`config.mk`:
```
export PLATFORM = sky130hd
export DESIGN_NAME = nrs_cinit_gen_tx
export DESIGN_NICKNAME = d
export VERILOG_FILES = /design/src/rtl/nrs_tx_pkg.sv /design/src/rtl/nrs_shift_add_mul.sv /design/src/rtl/nrs_cinit_gen_tx.sv
export SDC_FILE = /design/constraint.sdc
export NUM_CORES = 1
export LEC_CHECK = 0
export CAP_MARGIN = 15
export CELL_PAD_IN_SITES_DETAIL_PLACEMENT = 1
export CELL_PAD_IN_SITES_GLOBAL_PLACEMENT = 1
export CORE_UTILIZATION = 44
export CTS_CLUSTER_DIAMETER = 120
export DETAILED_ROUTE_END_ITERATION = 12
export HOLD_SLACK_MARGIN = 0.06
export PLACE_DENSITY_LB_ADDON = 0.1
export SYNTH_ARGS = -nofsm -noshare
export SYNTH_HDL_FRONTEND = slang
export SYNTH_SLANG_ARGS = --single-unit
export TNS_END_PERCENT = 50
```
`constraint.sdc`:
```
create_clock -name clk -period 4.15 [get_ports clk]
set_input_delay 0.83 -clock clk [delete_from_list [all_inputs] [get_ports clk]]
set_output_delay 0.83 -clock clk [all_outputs]
set_load 0.02 [all_outputs]
```
`src/rtl/nrs_tx_pkg.sv`:
```
// Shared definitions for the NB-IoT NRS TX c_init path.
// Holds field widths, NRS symbol constants, FSM state encoding and the
// helper that forms the slot/symbol multiplicand A.
package nrs_tx_pkg;

    localparam int unsigned SLOTS_PER_FRAME = 20;
    localparam int unsigned SLOT_W          = $clog2(SLOTS_PER_FRAME);
    localparam int unsigned CELL_W          = 9;
    localparam int unsigned MUL_W           = CELL_W + 1;
    localparam int unsigned CINIT_W         = 31;
    localparam int unsigned NRS_L_BASE      = 5;
    localparam int unsigned A_W             = 8;
    localparam int unsigned PROD_W          = A_W + MUL_W;
    localparam int unsigned IDX_W           = $clog2(MUL_W);
    localparam int unsigned CINIT_SHIFT     = 10;

    typedef enum logic [2:0] {
        ST_IDLE = 3'd0,
        ST_RUN  = 3'd1,
        ST_CAPT = 3'd2,
        ST_MUL  = 3'd3,
        ST_DONE = 3'd4
    } nrs_state_e;

    // A = 7*(ns+1) + l + 1 with l = NRS_L_BASE + sym_odd; max 147 fits in A_W
    function automatic logic [A_W-1:0] nrs_a_operand(input logic [SLOT_W-1:0] slot,
                                                     input logic              sym_odd);
        return A_W'(7 * (int'(slot) + 1) + int'(NRS_L_BASE) + 1 + int'(sym_odd));
    endfunction

endpackage

```
`src/rtl/nrs_shift_add_mul.sv`:
```
// LSB-first sequential shift-add multiplier, A_W x MUL_W, one bit per cycle.
// Ports:
//   clk, rst     clock, asynchronous active-low reset
//   start        load operands and clear accumulator
//   a, b         multiplicand / multiplier
//   done_c       high during the cycle whose edge performs the last iteration
//   product_c    accumulator value after this cycle's iteration
module nrs_shift_add_mul
    import nrs_tx_pkg::*;
(
    input  logic              clk,
    input  logic              rst,
    input  logic              start,
    input  logic [A_W-1:0]    a,
    input  logic [MUL_W-1:0]  b,
    output logic              done_c,
    output logic [PROD_W-1:0] product_c
);

    logic [A_W-1:0]    a_q;
    logic [MUL_W-1:0]  b_q;
    logic [PROD_W-1:0] acc_q;
    logic [IDX_W-1:0]  idx_q;
    logic              run_q;
    logic [PROD_W-1:0] addend;

    // Partial product for the current multiplier bit
    always_comb begin
        addend = '0;
        if (b_q[0]) begin
            addend = PROD_W'(a_q) << idx_q;
        end
    end

    assign product_c = acc_q + addend;
    assign done_c    = run_q && (idx_q == IDX_W'(MUL_W - 1));

    // Operand load and iteration state
    always_ff @(posedge clk or negedge rst) begin
        if (!rst) begin
            a_q   <= '0;
            b_q   <= '0;
            acc_q <= '0;
            idx_q <= '0;
            run_q <= 1'b0;
        end else if (start) begin
            a_q   <= a;
            b_q   <= b;
            acc_q <= '0;
            idx_q <= '0;
            run_q <= 1'b1;
        end else if (run_q) begin
            acc_q <= product_c;
            b_q   <= b_q >> 1;
            idx_q <= idx_q + IDX_W'(1);
            if (done_c) begin
                run_q <= 1'b0;
            end
        end
    end

endmodule

```
`src/rtl/nrs_cinit_gen_tx.sv`:
```
// Per-OFDM-symbol c_init generator for the NB-IoT NRS TX chain.
// Requests a slot advance from slot_counter_tx, captures slot/frame tags,
// tracks NRS symbol l in {5,6}, and computes
//   c_init = 2^10*(7*(ns+1)+l+1)*(2*N_ID+1) + 2*N_ID + 1
// Ports:
//   clk, rst                 clock, asynchronous active-low reset
//   req                      next c_init request (sampled in IDLE only)
//   ncell_id                 physical cell ID, latched in CAPT
//   slot_in, first_run_in,
//   last_run_in              slot counter outputs
//   cinit_run                one-cycle advance pulse to slot counter
//   cinit, cinit_valid       result and its one-cycle strobe
//   first_run_out,
//   last_run_out             tags aligned with cinit
//   busy                     high whenever not IDLE
module nrs_cinit_gen_tx
    import nrs_tx_pkg::*;
(
    input  logic               clk,
    input  logic               rst,
    input  logic               req,
    input  logic [CELL_W-1:0]  ncell_id,
    input  logic [SLOT_W-1:0]  slot_in,
    input  logic               first_run_in,
    input  logic               last_run_in,
    output logic               cinit_run,
    output logic [CINIT_W-1:0] cinit,
    output logic               cinit_valid,
    output logic               first_run_out,
    output logic               last_run_out,
    output logic               busy
);

    nrs_state_e        state;
    logic              sym_odd;
    logic              first_q;
    logic              last_q;
    logic [MUL_W-1:0]  b_orig;

    logic              sym_eff_c;
    logic              mul_start_c;
    logic [A_W-1:0]    mul_a_c;
    logic [MUL_W-1:0]  mul_b_c;
    logic              mul_done_c;
    logic [PROD_W-1:0] mul_product_c;

    // Frame start resyncs the symbol parity to l = 5
    assign sym_eff_c   = first_run_in ? 1'b0 : sym_odd;
    assign mul_start_c = (state == ST_CAPT);
    assign mul_a_c     = nrs_a_operand(slot_in, sym_eff_c);
    assign mul_b_c     = {ncell_id, 1'b1};

    nrs_shift_add_mul u_mul (
        .clk       (clk),
        .rst       (rst),
        .start     (mul_start_c),
        .a         (mul_a_c),
        .b         (mul_b_c),
        .done_c    (mul_done_c),
        .product_c (mul_product_c)
    );

    // Control FSM with registered outputs
    always_ff @(posedge clk or negedge rst) begin
        if (!rst) begin
            state         <= ST_IDLE;
            sym_odd       <= 1'b0;
            first_q       <= 1'b0;
            last_q        <= 1'b0;
            b_orig        <= '0;
            cinit_run     <= 1'b0;
            cinit         <= '0;
            cinit_valid   <= 1'b0;
            first_run_out <= 1'b0;
            last_run_out  <= 1'b0;
            busy          <= 1'b0;
        end else begin
            cinit_run   <= 1'b0;
            cinit_valid <= 1'b0;
            case (state)
                ST_IDLE: begin
                    if (req) begin
                        state     <= ST_RUN;
                        cinit_run <= 1'b1;
                        busy      <= 1'b1;
                    end
                end
                ST_RUN: begin
                    state <= ST_CAPT;
                end
                ST_CAPT: begin
                    first_q <= first_run_in;
                    last_q  <= last_run_in;
                    sym_odd <= sym_eff_c;
                    b_orig  <= mul_b_c;
                    state   <= ST_MUL;
                end
                ST_MUL: begin
                    // Result is registered on the last iteration edge so that
                    // cinit and cinit_valid appear together in DONE
                    if (mul_done_c) begin
                        cinit         <= (CINIT_W'(mul_product_c) << CINIT_SHIFT)
                                         + CINIT_W'(b_orig);
                        cinit_valid   <= 1'b1;
                        first_run_out <= first_q;
                        last_run_out  <= last_q;
                        state         <= ST_DONE;
                    end
                end
                ST_DONE: begin
                    sym_odd <= ~sym_odd;
                    busy    <= 1'b0;
                    state   <= ST_IDLE;
                end
                default: begin
                    state <= ST_IDLE;
                    busy  <= 1'b0;
                end
            endcase
        end
    end

endmodule
```
## Word level (Yosys, flattened, before mapping)

Cells that the tools add are included.

- Add/subtract/negate cells: 7
- Multiply operators: 1
- Eq/ne operators: 7
- Shift operators: 1
- Mux-type cells: 21
- Bitwise logic cells: 2
- Reduce and logical (&&, ||, !) cells: 8

Operator list:

| operator | number |
|---|---|
| 18-bit 2-to-1 mux | 3 |
| 28-bit by 10-bit adder with 29-bit output | 1 |
| 10-bit 2-to-1 mux | 2 |
| 18-bit adder | 1 |
| 8-bit by 4-bit << shifter with 18-bit output | 1 |
| 3-bit one-hot mux with 4 select lines | 1 |
| 1-bit 2-to-1 mux | 9 |
| 8-bit by 1-bit adder with 8-bit output | 1 |
| 8-bit by 1-bit adder with 8-bit output (second input constant) | 1 |
| 8-bit by 3-bit adder with 8-bit output (second input constant) | 1 |
| 3-bit by 6-bit multiplier with 8-bit output (first input constant) | 1 |
| 4-bit 2-to-1 mux | 2 |
| 5-bit by 1-bit adder with 6-bit output (second input constant) | 1 |
| 3-bit by 2-bit == test with 1-bit output (second input constant) | 2 |
| 3-bit 2-to-1 mux | 2 |
| 2-bit AND reduction | 3 |
| 4-bit by 1-bit adder with 4-bit output (second input constant) | 1 |
| 4-bit == test (second input constant) | 1 |
| 2-bit != test (second input constant) | 2 |
| 1-bit one-hot mux with 2 select lines | 2 |
| 2-bit nonzero test | 2 |
| 3-bit by 1-bit == test with 1-bit output (second input constant) | 1 |
| 3-bit == test (second input constant) | 1 |
| 3-bit zero test | 1 |
| other kinds (3) | 4 |

- Register bits: 93
- Input bits: 19
- Output and inout bits: 36

## Depth between registers and ports, before layout

Gate-level depths: netlist of the first run.

- Depth after elaboration: 5
- Mapped depth: 15
- Mapped depth without buffers: 13

## Cells and area by module

Synthesis of the first run repeated with hierarchy kept, for this count alone.

- Cell total of the unflattened synthesis: 621
- Area, all modules: 5740.5 um^2

By module, submodules not included:

| module | times used | cells an instance | area each (um^2) |
|---|---|---|---|
| nrs_shift_add_mul | 1 | 371 | 3238.1 |
| nrs_cinit_gen_tx | 1 | 250 | 2502.4 |

## Least setup slack after synthesis of the first run

Ideal clock, no wire load.

- Kind: input -> register
- Start: input port slot_in[0]
- End: register u_mul.a_q[7]
- Arrival: 3.340 ns
- Required time: 4.014 ns
- Path slack: 0.674 ns
- Cell stages on the path: 12
- Path through: ha_1 -> xnor2_1 -> inv_1 -> fa_1 -> ha_1 -> ha_1 -> a21o_1 -> a21oi_1 -> o21bai_1 -> a21oi_1 -> xnor2_1 -> o21ai_0

- Cells in the longest elaborated chain, start to end: 5

RTL lines:

| element | line | source |
|---|---|---|
| start: declaration | nrs_cinit_gen_tx.sv:23 | `input logic [SLOT_W-1:0] slot_in,` |
| 5-bit by 1-bit adder with 6-bit output | nrs_tx_pkg.sv:28 | `return A_W'(7 * (int'(slot) + 1) + int'(NRS_L_BASE) + 1 + int'(sym_odd));` |
| 3-bit by 6-bit multiplier with 8-bit output | nrs_tx_pkg.sv:28 |  |
| 8-bit by 3-bit adder with 8-bit output | nrs_tx_pkg.sv:28 |  |
| 8-bit by 1-bit adder with 8-bit output (2 in a row) | nrs_tx_pkg.sv:28 |  |
| end signal: assignment | nrs_shift_add_mul.sv:41 | `a_q <= '0;` |
| end signal: assignment | nrs_shift_add_mul.sv:47 | `a_q <= a;` |
| end: declaration | nrs_shift_add_mul.sv:20 | `logic [A_W-1:0] a_q;` |

Every way passes these cells.
A chain may end at the register's enable or synchronous reset.

## Worst setup path after layout of the first run

- Start: input port slot_in[2]
- End: register u_mul.a_q[7]

Same word-level chain as after synthesis.

==> results of run 1 <==
## tightest hold or removal path, cell delays in order, from the launching register on
cell	delay, ps
dfrtp_1	340
nand2_1	50
nand2_1	50
## synth_stat cells (all sizes together), types with 14 or more instances
| cell type | instances |
|---|---|
| a21oi | 21 |
| buf | 19 |
| clkbuf | 15 |
| dfrtp | 90 |
| ha | 33 |
| inv | 24 |
| mux2i | 25 |
| nand2 | 147 |
| nor2 | 46 |
| nor3 | 14 |
| o21ai | 45 |
| xnor2 | 20 |
## kinds of logic (layout without fill, tap and decap cells)
family / Yosys count / count (layout) / share of synthesized area [%]
AND/OR/NAND/NOR: 257 / 257 / 20.28
AO/OA/AOI/OAI: 130 / 130 / 15.73
flip-flops: 90 / 90 / 40.21
buffers and inverters: 58 / 102 / 4.489
adder cells (fa/ha/maj): 39 / 39 / 9.515
multiplexers: 29 / 29 / 5.271
XOR/XNOR: 26 / 26 / 4.445
other: 1 / 3 / 0.06694
## flip-flops by register name (all words and copies together) (netlist names)
| register | count |
|---|---|
| first_q | 1 |
| u_mul.a_q | 8 |
| b_orig | 10 |
| last_run_out | 1 |
| u_mul.acc_q | 18 |
| cinit | 28 |
| last_q | 1 |
| cinit_run | 1 |
| first_run_out | 1 |
| busy | 1 |
| state | 3 |
| u_mul.b_q | 10 |
| u_mul.idx_q | 4 |
| sym_odd | 1 |
| cinit_valid | 1 |
| u_mul.run_q | 1 |
## layer usage
layer,vias to the layer above,GRT usage (%),part of all wire [%],wire length [µm]
met5,-,0,0,0
met4,0,9.091,1.8,260
met3,18,2.899,2.8,395
met2,68,41.37,50,7174
met1,2317,29.90,45,6432
li1,2234,-,-,-
## area by class of cell
cell class / count / area (µm²) / share of cell area [%]
timing repair buffer: 62 / 598.1 / 9.043
tap: 168 / 210.2 / 3.178
clock buffer: 10 / 239.0 / 3.613
clock inverter: 6 / 118.9 / 1.797
inverter: 24 / 90.09 / 1.362
sequential: 90 / 2252 / 34.05
multi-input combinational: 484 / 3105 / 46.95
## power breakdown
part | total, W | switching (W) | leakage (nW) | internal [W]
combinational | 0.00274 | 0.00162 | 1.84 | 0.00112
sequential | 0.00153 | 0.000293 | 1.14 | 0.00124
clock | 0.000990 | 0.000376 | 0.176 | 0.000614
## stage by stage
| step | setup WS [ps] | cell area (µm²) |
|---|---|---|
| finish | 257.0 | 6614 |
| global route | 35.54 | 6614 |
| CTS | 258.5 | 6599 |
| detailed placement | -84.81 | 6241 |
| global placement | 150.7 | 6241 |
| floorplan | 674.0 | 5609 |
## worst paths after layout
kind                            slack, ps  cells past startpoint                  endpoint                        from
worst min register to register        470                      2      cinit[6]$_DFFE_PN0P_       b_orig[6]$_DFFE_PN0P_
worst max-delay path                  260                     13  u_mul.a_q[7]$_DFFE_PN0P_                  slot_in[2]
worst min-delay path                  470                      2      cinit[6]$_DFFE_PN0P_       b_orig[6]$_DFFE_PN0P_
worst max register to register        560                     13     cinit[27]$_DFFE_PN0P_  u_mul.idx_q[0]$_DFFE_PN0P_
max in group asynchronous            2740                      2  u_mul.a_q[7]$_DFFE_PN0P_                         rst
min in group asynchronous             620                      1     cinit[19]$_DFFE_PN0P_                         rst
==> impl_table.tex, run 1 <==
\begin{tabular}{lr}
\hline
Metric & Value \\
\hline
\multicolumn{2}{l}{\textbf{Critical path}} \\
Maximum net fanout on the critical path & 3 \\
Largest delay contributor family on the critical path & adder cells \\
Element type at the critical path end & register \\
Worst Path Arrival & between 4000 and 5000 ps \\
Kind of start point of the critical path & input pin \\
Buffering stage count on the worst path with inverters included & 3 \\
Required @ worst endpoint & about 4400 ps \\
Biggest cell delay along the critical path & 560 ps \\
Setup Crit Path Kind & input pin to register \\
Critical path, cell by cell & clkdlybuf4s50\_1, nand3\_1, xnor2\_1, inv\_1, fa\_1, inv\_1, ha\_1, ha\_1, a21oi\_1, o21bai\_1, a21oi\_1, xnor2\_1, o21ai\_0 \\
CP max stage cell & fa\_1 \\
\multicolumn{2}{l}{\textbf{Timing}} \\
Sum of negative setup slack & 0 ps \\
Max-slew headroom & 34.28\% \\
Final period demand of the worst path & between 3000 and 4000 ps \\
\# setup viols final & 0 \\
RSZ-0062 raised after global routing & false \\
Hold slack & roughly 470 ps \\
Final worst-path cycle share & a little over nine tenths \\
Count of final max-slew check failures & 0 \\
Timing-limited maximum frequency & between 0.2 and 0.3 GHz \\
Hold Fails Final Rpt & 0 \\
Final clock skew & about 9.1 ps \\
Measured slew at the worst slew-check pin & slightly below 1000 ps \\
\multicolumn{2}{l}{\textbf{Drt}} \\
Via count & 4637 \\
DRC violation count after routing & 0 \\
Via count normalized by instance count & around 5.5 \\
Detailed-route wire length & roughly 14 mm \\
DRC violation total after the first TritonRoute iteration & about 190 \\
Drt pass-1 iters & 4 \\
Wire per inst & around 17 µm \\
Antenna violation net count after detailed routing & 0 \\
\multicolumn{2}{l}{\textbf{Floorplan}} \\
Core region area & $\sim$12000 µm² \\
Die extent in y & roughly 110 µm \\
Floorplan die area & between 10000 and 15000 µm² \\
Count of standard-cell rows & 40 \\
Die boundary width & between 100 and 150 µm \\
Initial Utilization & 45.87\% \\
I/O pin count & 55 \\
\multicolumn{2}{l}{\textbf{Placement}} \\
Port Buf Inserts & around 50 \\
Half-perimeter wire length after placement & just over 10 mm \\
Global placer's final weighted congestion & 0.8279 \\
Cell Count Post-Placement & roughly 830 \\
\multicolumn{2}{l}{\textbf{Clock tree}} \\
TritonCTS Buffers & 9 \\
Hold-fix buffers, CTS & 0 \\
Max Buffers Root-to-Sink & 2 \\
Sinks on the clock net & 90 \\
CTS tree & done \\
Setup fix buffers added after clock tree synthesis & 0 \\
Reg clk slew, reported paths & $\sim$70 ps \\
CTS-repair resized insts & 0 \\
H-tree Lvls & 3 \\
Insertion delay of the later-clocked pin in the worst-skew pair & approximately 360 ps \\
Buffer type at the clock tree root & clkbuf\_16 \\
\multicolumn{2}{l}{\textbf{Yosys}} \\
Number of synthesized register bits & 90 \\
Part of the Yosys area used for sequential elements & 40.21\% \\
Post-Syn Area & around 5600 µm² \\
Mean cell area of the mapped netlist & between 8 and 9 µm² \\
Proportion of synthesized flip-flops having asynchronous set or reset & 100.0\% \\
Top cell type's share of synthesized area & between 40\% and 50\% \\
Number of warnings issued by yosys & 0 \\
Cell taking the most area after synthesis & dfrtp\_1 \\
Number of flops mapped to enable cells by yosys & 0 \\
Cell types occupying the most area after synthesis & dfrtp\_1 40\%, nand2\_1 9.8\%, ha\_1 7.4\% \\
Predominant post-synthesis flop cell & dfrtp\_1 \\
Number of distinct library cells after synthesis & 70 \\
Number of cells produced by synthesis & 630 \\
\multicolumn{2}{l}{\textbf{Outcome}} \\
Result of the run & finished, final reports clean \\
\multicolumn{2}{l}{\textbf{Final layout}} \\
Count of fill cells added during filler insertion & $\sim$1500 \\
Inserted Diodes & 0 \\
Final net count & roughly 730 \\
Growth of design area from synthesis to finish & 18.07\% \\
Commonest cells after routing, fill and taps aside & 146 x nand2\_1, 90 x dfrtp\_1, 50 x clkdlybuf4s50\_1, 46 x nor2\_1, 38 x o21ai\_0 \\
Fraction of layout instances using a drive strength above 1 & roughly 8.0\% \\
Most common library cell in the layout ignoring fill and taps & nand2\_1 \\
Layout Utilization & a little over half \\
Final Non-Filler Cells & between 800 and 900 \\
\multicolumn{2}{l}{\textbf{Run}} \\
Total of max-cap violations & 0 \\
\multicolumn{2}{l}{\textbf{Global route}} \\
Global-route wire length before repair & 24.25 mm \\
Remaining Overflow, GRT & 0 \\
Initial antenna violation count & 0 \\
Via count of the first global-routing pass & slightly below 5000 \\
Maximum number of pins on one net before global-route repair & between 70 and 80 \\
Global Route Usage Sum & about a quarter \\
\multicolumn{2}{l}{\textbf{Power}} \\
Worst supply voltage drop on vdd & roughly 0.31 mV \\
Tot Pwr & $\sim$0.0053 W \\
Leakage power figure & between 3 and 4 nW \\
Power per cell area & between 700 and 800 nW/µm² \\
\multicolumn{2}{l}{\textbf{Hold path}} \\
Kind of path behind the tightest hold check & register to register \\
\hline
\end{tabular}
Power figures use the tool's default switching activity.
==> run 2: changes to the inputs <==
--- a/config.mk
+++ b/config.mk
@@ -5,7 +5,7 @@
 export SDC_FILE = /design/constraint.sdc
 export NUM_CORES = 1
 export LEC_CHECK = 0
-export CAP_MARGIN = 15
+export CAP_MARGIN = 20
 export CELL_PAD_IN_SITES_DETAIL_PLACEMENT = 1
 export CELL_PAD_IN_SITES_GLOBAL_PLACEMENT = 1
 export CORE_UTILIZATION = 44
==> impl_table.tex, run 2 (synthesis gave the netlist of run 1 again) <==
\begin{tabular}{lr}
\hline
Metric & Value \\
\hline
\multicolumn{2}{l}{\textbf{Clock tree}} \\
H-tree Lvls & 3 (unchanged) \\
Reg clk slew, reported paths & 70 ps (about the same) \\
Hold-fix buffers, CTS & 0 (unchanged) \\
CTS tree & done \\
Sinks on the clock net & 90 (unchanged) \\
TritonCTS Buffers & 9 (unchanged) \\
Insertion delay of the later-clocked pin in the worst-skew pair & 360 ps (about the same) \\
Setup fix buffers added after clock tree synthesis & 0 (unchanged) \\
Buffer type at the clock tree root & clkbuf\_16 \\
Max Buffers Root-to-Sink & 2 (unchanged) \\
CTS-repair resized insts & 0 (unchanged) \\
\multicolumn{2}{l}{\textbf{Final layout}} \\
Final net count & 729 (unchanged) \\
Final Non-Filler Cells & 844 (unchanged) \\
Reg area & 2252 µm² (unchanged) \\
Inserted Diodes & 0 (unchanged) \\
Largest Register & cinit \\
Most common library cell in the layout ignoring fill and taps & nand2\_1 \\
Multi-input logic area & 3105 µm² (unchanged) \\
Fraction of layout instances using a drive strength above 1 & 7.988\% (unchanged) \\
Max reg flops & 28 (unchanged) \\
Growth of design area from synthesis to finish & 18.29\% \\
Leading registers by flop count & cinit: 28 flops, u\_mul.acc\_q: 18 flops \\
Commonest cells after routing, fill and taps aside & 146 x nand2\_1, 90 x dfrtp\_1, 50 x clkdlybuf4s50\_1, 46 x nor2\_1, 38 x o21ai\_0 \\
Count of fill cells added during filler insertion & 1448 (-0.41\%) \\
\multicolumn{2}{l}{\textbf{Global route}} \\
Via count of the first global-routing pass & 4983 (+0.36\%) \\
Maximum number of pins on one net before global-route repair & 76 (unchanged) \\
Initial antenna violation count & 0 (unchanged) \\
Global-route wire length before repair & 24.50 mm (+1.0\%) \\
Global Route Usage Sum & 24.06\% (+0.43 points) \\
Remaining Overflow, GRT & 0 (unchanged) \\
\multicolumn{2}{l}{\textbf{Power}} \\
Tot Pwr & 0.005289 W (+0.57\%) \\
Worst supply voltage drop on vdd & 0.3360 mV (+7.6\%) \\
Leakage power figure & 3.162 nW (+0.20\%) \\
Power per cell area & 798.2 nW/µm² (+0.38\%) \\
\multicolumn{2}{l}{\textbf{Critical path}} \\
Maximum net fanout on the critical path & 3 (unchanged) \\
Worst Path Arrival & 4090 ps (-30 ps) \\
Critical register-to-register path startpoint & u\_mul.idx\_q[0]\$\_DFFE\_PN0P\_ \\
Critical path, cell by cell & clkdlybuf4s50\_1, nand3\_1, xnor2\_1, inv\_1, fa\_1, inv\_1, ha\_1, ha\_1, a21oi\_1, o21bai\_1, a21oi\_1, xnor2\_1, o21ai\_0 \\
Biggest cell delay along the critical path & 560 ps (about the same) \\
CP startpoint & slot\_in[2] \\
CP max stage cell & fa\_1 \\
Setup Crit Path Kind & input pin to register \\
Element type at the critical path end & register \\
Required @ worst endpoint & 4390 ps (about the same) \\
Kind of start point of the critical path & input pin \\
\multicolumn{2}{l}{\textbf{Hold path}} \\
Kind of path behind the tightest hold check & register to register \\
Beginning of the worst hold path & b\_orig[6]\$\_DFFE\_PN0P\_ \\
\multicolumn{2}{l}{\textbf{Timing}} \\
Hold slack & 470.7 ps (-2.146 ps) \\
Count of final max-slew check failures & 0 (unchanged) \\
RSZ-0062 raised after global routing & false \\
Final setup margin & 304.3 ps (+47.35 ps) \\
Measured slew at the worst slew-check pin & 982.1 ps (-3.757 ps) \\
Timing-limited maximum frequency & 0.2600 GHz (+1.2\%) \\
Max-slew headroom & 34.53\% (+0.25 points) \\
Final clock skew & 8.199 ps (-0.8804 ps) \\
Final period demand of the worst path & 3846 ps (-47.35 ps) \\
Hold Fails Final Rpt & 0 (unchanged) \\
Final worst-path cycle share & 92.67\% (-1.1 points) \\
\# setup viols final & 0 (unchanged) \\
\multicolumn{2}{l}{\textbf{Drt}} \\
Detailed-route wire length & 14.41 mm (+1.0\%) \\
Via count & 4593 (-0.95\%) \\
Antenna violation net count after detailed routing & 0 (unchanged) \\
DRC violation count after routing & 0 (unchanged) \\
Via count normalized by instance count & 5.442 (-0.95\%) \\
DRC violation total after the first TritonRoute iteration & 178 (-5.3\%) \\
Wire per inst & 17.07 µm (+1.0\%) \\
Drt pass-1 iters & 4 (unchanged) \\
\multicolumn{2}{l}{\textbf{Placement}} \\
Half-perimeter wire length after placement & 10.33 mm (+0.91\%) \\
Port Buf Inserts & 51 (unchanged) \\
Global placer's final weighted congestion & 0.8279 (unchanged) \\
Worst slack at placement & -82.36 ps (+2.454 ps) \\
Cell Count Post-Placement & 828 (+0.12\%) \\
\multicolumn{2}{l}{\textbf{Floorplan}} \\
Core region area & 12210 µm² (unchanged) \\
Count of standard-cell rows & 40 (unchanged) \\
I/O pin count & 55 (unchanged) \\
Floorplan die area & 13190 µm² (unchanged) \\
Die boundary width & 114.8 µm (unchanged) \\
Initial Utilization & 45.87\% (unchanged) \\
Die extent in y & 114.8 µm (unchanged) \\
\multicolumn{2}{l}{\textbf{Outcome}} \\
Result of the run & finished, final reports clean \\
\multicolumn{2}{l}{\textbf{Run}} \\
Total of max-cap violations & 0 (unchanged) \\
\hline
\end{tabular}
## run 2: final cells by class
class	count	share of cell area, %
multi-input combinational	484	46.87
clock inverter	6	1.794
timing repair buffer	62	9.215
clock buffer	10	3.606
tap	168	3.172
inverter	24	1.360
sequential	90	33.99
## run 2: metrics by stage
step,setup TNS [ps],utilization [%],cell area (µm²)
global route,0,54.26,6626
detailed placement,-82.36,51.33,6269
CTS,0,54.26,6626
floorplan,0,-,5609
global placement,0,51.11,6241
finish,0,54.26,6626
## run 2: worst paths after layout
path,to,slack (ps),cells past startpoint
worst max-delay path,u_mul.a_q[7]$_DFFE_PN0P_,300,13
worst min-delay path,cinit[6]$_DFFE_PN0P_,470,2
worst max register to register,cinit[27]$_DFFE_PN0P_,530,13
worst min register to register,cinit[6]$_DFFE_PN0P_,470,2
max in group asynchronous,u_mul.a_q[0]$_DFFE_PN0P_,2740,2
min in group asynchronous,cinit[19]$_DFFE_PN0P_,620,1
## run 2: worst max-delay path, delay by kind of cell
| family | cells | cell delay, ps |
|---|---|---|
| buffers and inverters | 3 | 730 |
| XOR/XNOR | 2 | 550 |
| adder cells (fa/ha/maj) | 3 | 1180 |
| AO/OA/AOI/OAI | 4 | 650 |
| AND/OR/NAND/NOR | 1 | 130 |
## run 2: routing by layer
layer  wire, µm  GRT usage [%]
met3        432          3.321
met5          0              0
met2       7097          40.61
met1       6575          30.74
met4        304          11.08
## run 2: report_power, final
group          switching (W)  total, W  internal [W]
registers           0.000295   0.00154       0.00124
logic                0.00163   0.00276       0.00113
clock network       0.000382  0.000996      0.000614
